$ cat src/rtl/i2cresponder.sv
`timescale 1ns/1ps
// I2C target serving an NREG-byte register bank at 7-bit address ADDR, also host read/write.
// Latency: sdao and wrpulse move 3 CLOCKs after the scli edge (2 sync stages + 1 register).
// Backpressure: none; no clock stretching, host writes always land (I2C wins on collision).
module i2cresponder #(
  parameter logic [6:0] ADDR   = 7'h20,
  parameter int         NREGL2 = 3
) (
  input  logic              CLOCK,
  input  logic              RESET,
  input  logic              scli,
  input  logic              sdai,
  output logic              sdao,
  input  logic [NREGL2-1:0] hostidx,
  output logic [7:0]        hostrdata,
  input  logic              hostwrite,
  input  logic [7:0]        hostwdata,
  output logic              wrpulse,
  output logic [NREGL2-1:0] wrindex,
  output logic              busy,
  output logic [2:0]        state
);
  localparam int NREG = 1 << NREGL2;

  typedef enum logic [2:0] {
    S_IDLE    = 3'd0,
    S_ADDR    = 3'd1,
    S_ADDRACK = 3'd2,
    S_WRBYTE  = 3'd3,
    S_WRACK   = 3'd4,
    S_RDBYTE  = 3'd5,
    S_RDACK   = 3'd6,
    S_IGNORE  = 3'd7
  } state_t;

  state_t            st;
  logic              scl_m, scls, scl_q;
  logic              sda_m, sdas, sda_q;
  logic              scl_rise, scl_fall, start_det, stop_det;
  logic [7:0]        shift;
  logic [7:0]        txbyte;
  logic [3:0]        bitcnt;
  logic [NREGL2-1:0] ptr;
  logic              rw, first, mack;
  logic [7:0]        bank [NREG];

  assign state     = st;
  assign hostrdata = bank[hostidx];

  // Two-flop synchronizers plus one cycle of history; left out of RESET so edge
  // history stays consistent with the bus and no phantom START/STOP appears after reset.
  always_ff @(posedge CLOCK) begin
    scl_m <= scli;
    scls  <= scl_m;
    scl_q <= scls;
    sda_m <= sdai;
    sdas  <= sda_m;
    sda_q <= sdas;
  end

  assign scl_rise  = scls & ~scl_q;
  assign scl_fall  = ~scls & scl_q;
  assign start_det = scls & scl_q & sda_q & ~sdas;
  assign stop_det  = scls & scl_q & ~sda_q & sdas;

  // Protocol FSM, bank storage and all registered outputs; START/STOP pre-empt bit handling.
  always_ff @(posedge CLOCK) begin
    if (RESET) begin
      st      <= S_IDLE;
      sdao    <= 1'b1;
      busy    <= 1'b0;
      wrpulse <= 1'b0;
      wrindex <= '0;
      ptr     <= '0;
      first   <= 1'b0;
      shift   <= '0;
      txbyte  <= '0;
      bitcnt  <= '0;
      rw      <= 1'b0;
      mack    <= 1'b1;
      for (int i = 0; i < NREG; i++) bank[i] <= '0;
    end else begin
      wrpulse <= 1'b0;
      // host write first so a same-cycle I2C commit to the same index overrides it
      if (hostwrite) bank[hostidx] <= hostwdata;
      if (start_det) begin
        st     <= S_ADDR;
        shift  <= '0;
        bitcnt <= '0;
        sdao   <= 1'b1;
        busy   <= 1'b0;
      end else if (stop_det) begin
        st   <= S_IDLE;
        sdao <= 1'b1;
        busy <= 1'b0;
      end else begin
        case (st)
          S_ADDR: begin
            if (scl_rise) begin
              shift  <= {shift[6:0], sdas};
              bitcnt <= bitcnt + 4'd1;
            end else if (scl_fall && bitcnt == 4'd8) begin
              if (shift[7:1] == ADDR && shift[7:1] != 7'd0) begin
                sdao <= 1'b0;
                rw   <= shift[0];
                busy <= 1'b1;
                st   <= S_ADDRACK;
              end else begin
                st <= S_IGNORE;
              end
            end
          end
          S_ADDRACK: begin
            if (scl_fall) begin
              bitcnt <= '0;
              shift  <= '0;
              if (!rw) begin
                sdao  <= 1'b1;
                first <= 1'b1;
                st    <= S_WRBYTE;
              end else begin
                txbyte <= bank[ptr];
                sdao   <= bank[ptr][7];
                ptr    <= ptr + 1'b1;
                st     <= S_RDBYTE;
              end
            end
          end
          S_WRBYTE: begin
            if (scl_rise) begin
              shift  <= {shift[6:0], sdas};
              bitcnt <= bitcnt + 4'd1;
            end else if (scl_fall && bitcnt == 4'd8) begin
              sdao   <= 1'b0;
              bitcnt <= '0;
              st     <= S_WRACK;
              if (first) begin
                ptr   <= shift[NREGL2-1:0];
                first <= 1'b0;
              end else begin
                bank[ptr] <= shift;
                wrpulse   <= 1'b1;
                wrindex   <= ptr;
                ptr       <= ptr + 1'b1;
              end
            end
          end
          S_WRACK: begin
            if (scl_fall) begin
              sdao  <= 1'b1;
              shift <= '0;
              st    <= S_WRBYTE;
            end
          end
          S_RDBYTE: begin
            // bit 7 went out on entry; the seven falls that follow shift out bits 6..0
            if (scl_fall) begin
              if (bitcnt == 4'd7) begin
                sdao <= 1'b1;
                st   <= S_RDACK;
              end else begin
                sdao   <= txbyte[6];
                txbyte <= {txbyte[6:0], 1'b0};
                bitcnt <= bitcnt + 4'd1;
              end
            end
          end
          S_RDACK: begin
            if (scl_rise) begin
              mack <= sdas;
            end else if (scl_fall) begin
              if (!mack) begin
                txbyte <= bank[ptr];
                sdao   <= bank[ptr][7];
                ptr    <= ptr + 1'b1;
                bitcnt <= '0;
                st     <= S_RDBYTE;
              end else begin
                sdao <= 1'b1;
                st   <= S_IGNORE;
              end
            end
          end
          S_IGNORE: sdao <= 1'b1;
          default:  sdao <= 1'b1;
        endcase
      end
    end
  end
endmodule

$ cat config.mk
export PLATFORM = sky130hd
export DESIGN_NAME = i2cresponder
export DESIGN_NICKNAME = d
export VERILOG_FILES = /design/src/rtl/i2cresponder.sv
export SDC_FILE = /design/constraint.sdc
export NUM_CORES = 1
export LEC_CHECK = 0
export CAP_MARGIN = 20
export CORE_MARGIN = 2
export CORE_UTILIZATION = 41
export CTS_BUF_LIST = sky130_fd_sc_hd__clkbuf_2 sky130_fd_sc_hd__clkbuf_4 sky130_fd_sc_hd__clkbuf_8
export DETAILED_ROUTE_END_ITERATION = 6
export PLACE_DENSITY = 0.69
export SYNTH_ARGS = -nofsm -noshare
export SYNTH_HDL_FRONTEND = slang
export SYNTH_SLANG_ARGS = --single-unit
$ cat constraint.sdc
create_clock -name CLOCK -period 1.8 [get_ports CLOCK]
set_input_delay 0.36 -clock CLOCK [delete_from_list [all_inputs] [get_ports CLOCK]]
set_output_delay 0.36 -clock CLOCK [all_outputs]
set_load 0.05 [all_outputs]
==> impl_metrics.env <==
export IMPL_status="finished with violations"
export IMPL_violations="setup timing"
export IMPL_fin_total_pwr_mw=5.05
export IMPL_core_area_um2=14600
export IMPL_numPortBuffers=32
export IMPL_cts_root_buf="clkbuf_8"
export IMPL_grt_ovfl_total=0
export IMPL_place_ws_ps=-633
export IMPL_grt_use_total_pct=21.6
export IMPL_cp_arrival_ps=1850
export IMPL_dp_hpwl_mm=12.7
export IMPL_async_flop_share_pct=0
export IMPL_syn_nets=631
export IMPL_fillerInstances=1200
export IMPL_ant_nets=0
export IMPL_synth_distinct_cells=72
export IMPL_finalHoldViolCount=0
export IMPL_die_y_um=127
export IMPL_synth_area_um2=6160
export IMPL_grt_pass1_vias=4920
export IMPL_max_stage_delay_ps=440
export IMPL_synth_common_cells="nand2_1 (146), o21ai_0 (66), edfxtp_1 (64), dfxtp_1 (43), nor2_1 (38)"
export IMPL_postCtsHoldBufs=0
export IMPL_globalplace_congestion=0.908
export IMPL_clk_pin_slew_ps=120
export IMPL_tightest_slew_ps=488
export IMPL_clock_fmax_ghz=0.453
export IMPL_synthFlopType="edfxtp_1"
export IMPL_crit_family="multiplexers"
export IMPL_cp_max_fo=2
export IMPL_cts_sinks=107
export IMPL_viasPerCell=5.80
export IMPL_ios=33
export IMPL_maxCapViolCount=0
export IMPL_slew_viol_final=0
export IMPL_dieArea_um2=16000
export IMPL_end_kind="output pin"
export IMPL_drc=0
export IMPL_skew_ps=15.9
export IMPL_syn_inst=612
export IMPL_worstPathRequired_ps=1440
export IMPL_cp_cell_sequence="buf_4 > mux4_2 > mux2_4 > buf_6"
export IMPL_setup_viol=10
export IMPL_dpl_cell_count=864
export IMPL_grt_antenna_before_repair=0
export IMPL_yosysMostFrequentCell="nand2_1"
export IMPL_cts_tree="done"
export IMPL_instances_no_fill=889
export IMPL_die_x_um=127
export IMPL_start_kind="flip-flop"
export IMPL_period_share_pct=123
export IMPL_hp_class="reg -> reg"
export IMPL_diodes=0
export IMPL_period_minus_slack_ps=2210
export IMPL_initial_utilization_pct=42.2
export IMPL_placementRows=44
export IMPL_nets=719
export IMPL_avgSynthCellArea_um2=10.1
export IMPL_clock_path_buffers=2
export IMPL_relSlewSlack_pct=67.5
export IMPL_synth_top_cells_by_area="edfxtp_1 (31%), dfxtp_1 (14%), mux4_2 (12%)"
export IMPL_grt_max_degree=21
export IMPL_synth_top_area_share_pct=31.2
export IMPL_numCtsBuffers=9
export IMPL_drive_above_1_share_pct=35.3
export IMPL_dr_first_iter_drc_count=519
export IMPL_grt_pass1_wl_mm=27.0
export IMPL_hold_worst_slack_ps=332
export IMPL_vias=5159
export IMPL_synth_edf_count=64
export IMPL_rsz0062_at_grt="true"
export IMPL_wire_per_inst_um=19.6
export IMPL_yosysTopAreaCell="edfxtp_1"
export IMPL_wl_mm=17.4
export IMPL_setup_ws_ps=-408
export IMPL_yosysSeqAreaShare_pct=45.1
export IMPL_leakagePower_nw=2.72
export IMPL_crit_buf_inv=2
export IMPL_first_pass_iters=5
export IMPL_yosys_warnings=0
export IMPL_slowest_stage="mux4_2"
export IMPL_clk_latency_ps=400
export IMPL_vdd_drop_max_mv=0.495
export IMPL_yosys_register_bits=107
export IMPL_htree_levels=3
export IMPL_crit_type="reg -> out"
export IMPL_area_growth_pct=28.0
export IMPL_p_per_area_nw_per_um2=640
[where the power goes]
part,switching (mW),internal [mW],total (mW)
Sequential,0.0683,2.68,2.75
Clock,0.946,0.683,1.63
Combinational,0.348,0.321,0.669
Total,1.36,3.69,5.05
[registers in the layout, indices dropped and copies added, names as in the netlist, named ones only]
signal / flops
rw: 1
scls: 1
sda_q: 1
wrpulse: 1
txbyte: 7
scl_m: 1
wrindex: 3
state: 3
scl_q: 1
first: 1
ptr: 3
sda_m: 1
mack: 1
bitcnt: 4
shift: 8
sdao: 1
sdas: 1
bank: 64
busy: 1
[layer usage]
layer / wire length (um) / track usage (%) / share of wire, % / vias up
met5: 0 / 0 / 0 / -
met4: 324 / 8.02 / 1.9 / 0
met3: 1160 / 2.57 / 6.7 / 25
met2: 8310 / 34.6 / 48 / 225
met1: 7590 / 30.4 / 44 / 2492
li1: - / - / - / 2417
[logic make-up (layout without fill, tap and decap cells)]
| kind of cell | count (synthesis) | after routing | synth area share [%] |
|---|---|---|---|
| AOI/OAI and AO/OA | 130 | 130 | 12.8 |
| DFF | 107 | 107 | 45.1 |
| buffers and inverters | 55 | 148 | 4.10 |
| muxes | 57 | 57 | 15.9 |
| adders and majority gates | 3 | 3 | 0.609 |
| xor gates and xnor gates | 2 | 2 | 0.284 |
| and+or+nand+nor | 258 | 258 | 21.1 |
[what timing repair did]
action / in CTS / in global routing
pin swaps: 6 / 15
gates resized for setup: 38 / 67
setup endpoints to repair: 58 / 104
setup buffers: 1 / 5
cloned: 2 / 2
[worst paths after layout]
check,from,endpoint,slack (ps),cells past startpoint
max,bank[2][7]$_DFFE_PP_,hostrdata[7],-410,4
min,scl_m$_DFF_P_,scls$_DFF_P_,330,0
max reg2reg,flip-flop,sdao$_SDFFE_PP1P_,-10,6
min reg2reg,scl_m$_DFF_P_,scls$_DFF_P_,330,0
[cell usage in the layout (no fill, tap or decap), types with 12 or more instances in the layout]
cell type,n
mux4_2,32
nor2_1,36
buf_6,14
buf_4,86
clkdlybuf4s50_1,13
o21ai_0,44
nand2_1,142
o21ai_1,13
o21ai_2,15
mux2i_1,12
dfxtp_1,35
edfxtp_1,64
a21oi_1,14
[worst register-to-register path: stages, from the launching register on]
cell and delay (ps):
dfxtp_4 430, mux4_2 510, mux2i_1 190, buf_4 160, nor2_4 40, nor4b_4 250, mux2i_1 110
[per-stage QoR]
step	utilization, %	instance area, um2	TNS (ps)
3_5_place_dp	49.7	7250	-49250
6_report	54.1	7890	-2610
2_1_floorplan	-	6290	-2080
3_3_place_gp	49.7	7250	-45240
4_1_cts	52.3	7630	-2750
5_1_grt	54.1	7890	-4040
[final cells by class]
| class | count | area [um2] | share of cell area [%] |
|---|---|---|---|
| sequential | 107 | 2810 | 35.6 |
| timing repair buffer | 127 | 1190 | 15.1 |
| multi-input combinational | 450 | 3430 | 43.4 |
| clock buffer | 9 | 124 | 1.57 |
| clock inverter | 7 | 88.8 | 1.13 |
| inverter | 5 | 18.8 | 0.238 |
| tap | 184 | 230 | 2.92 |
(Power assumes the default switching activity.)
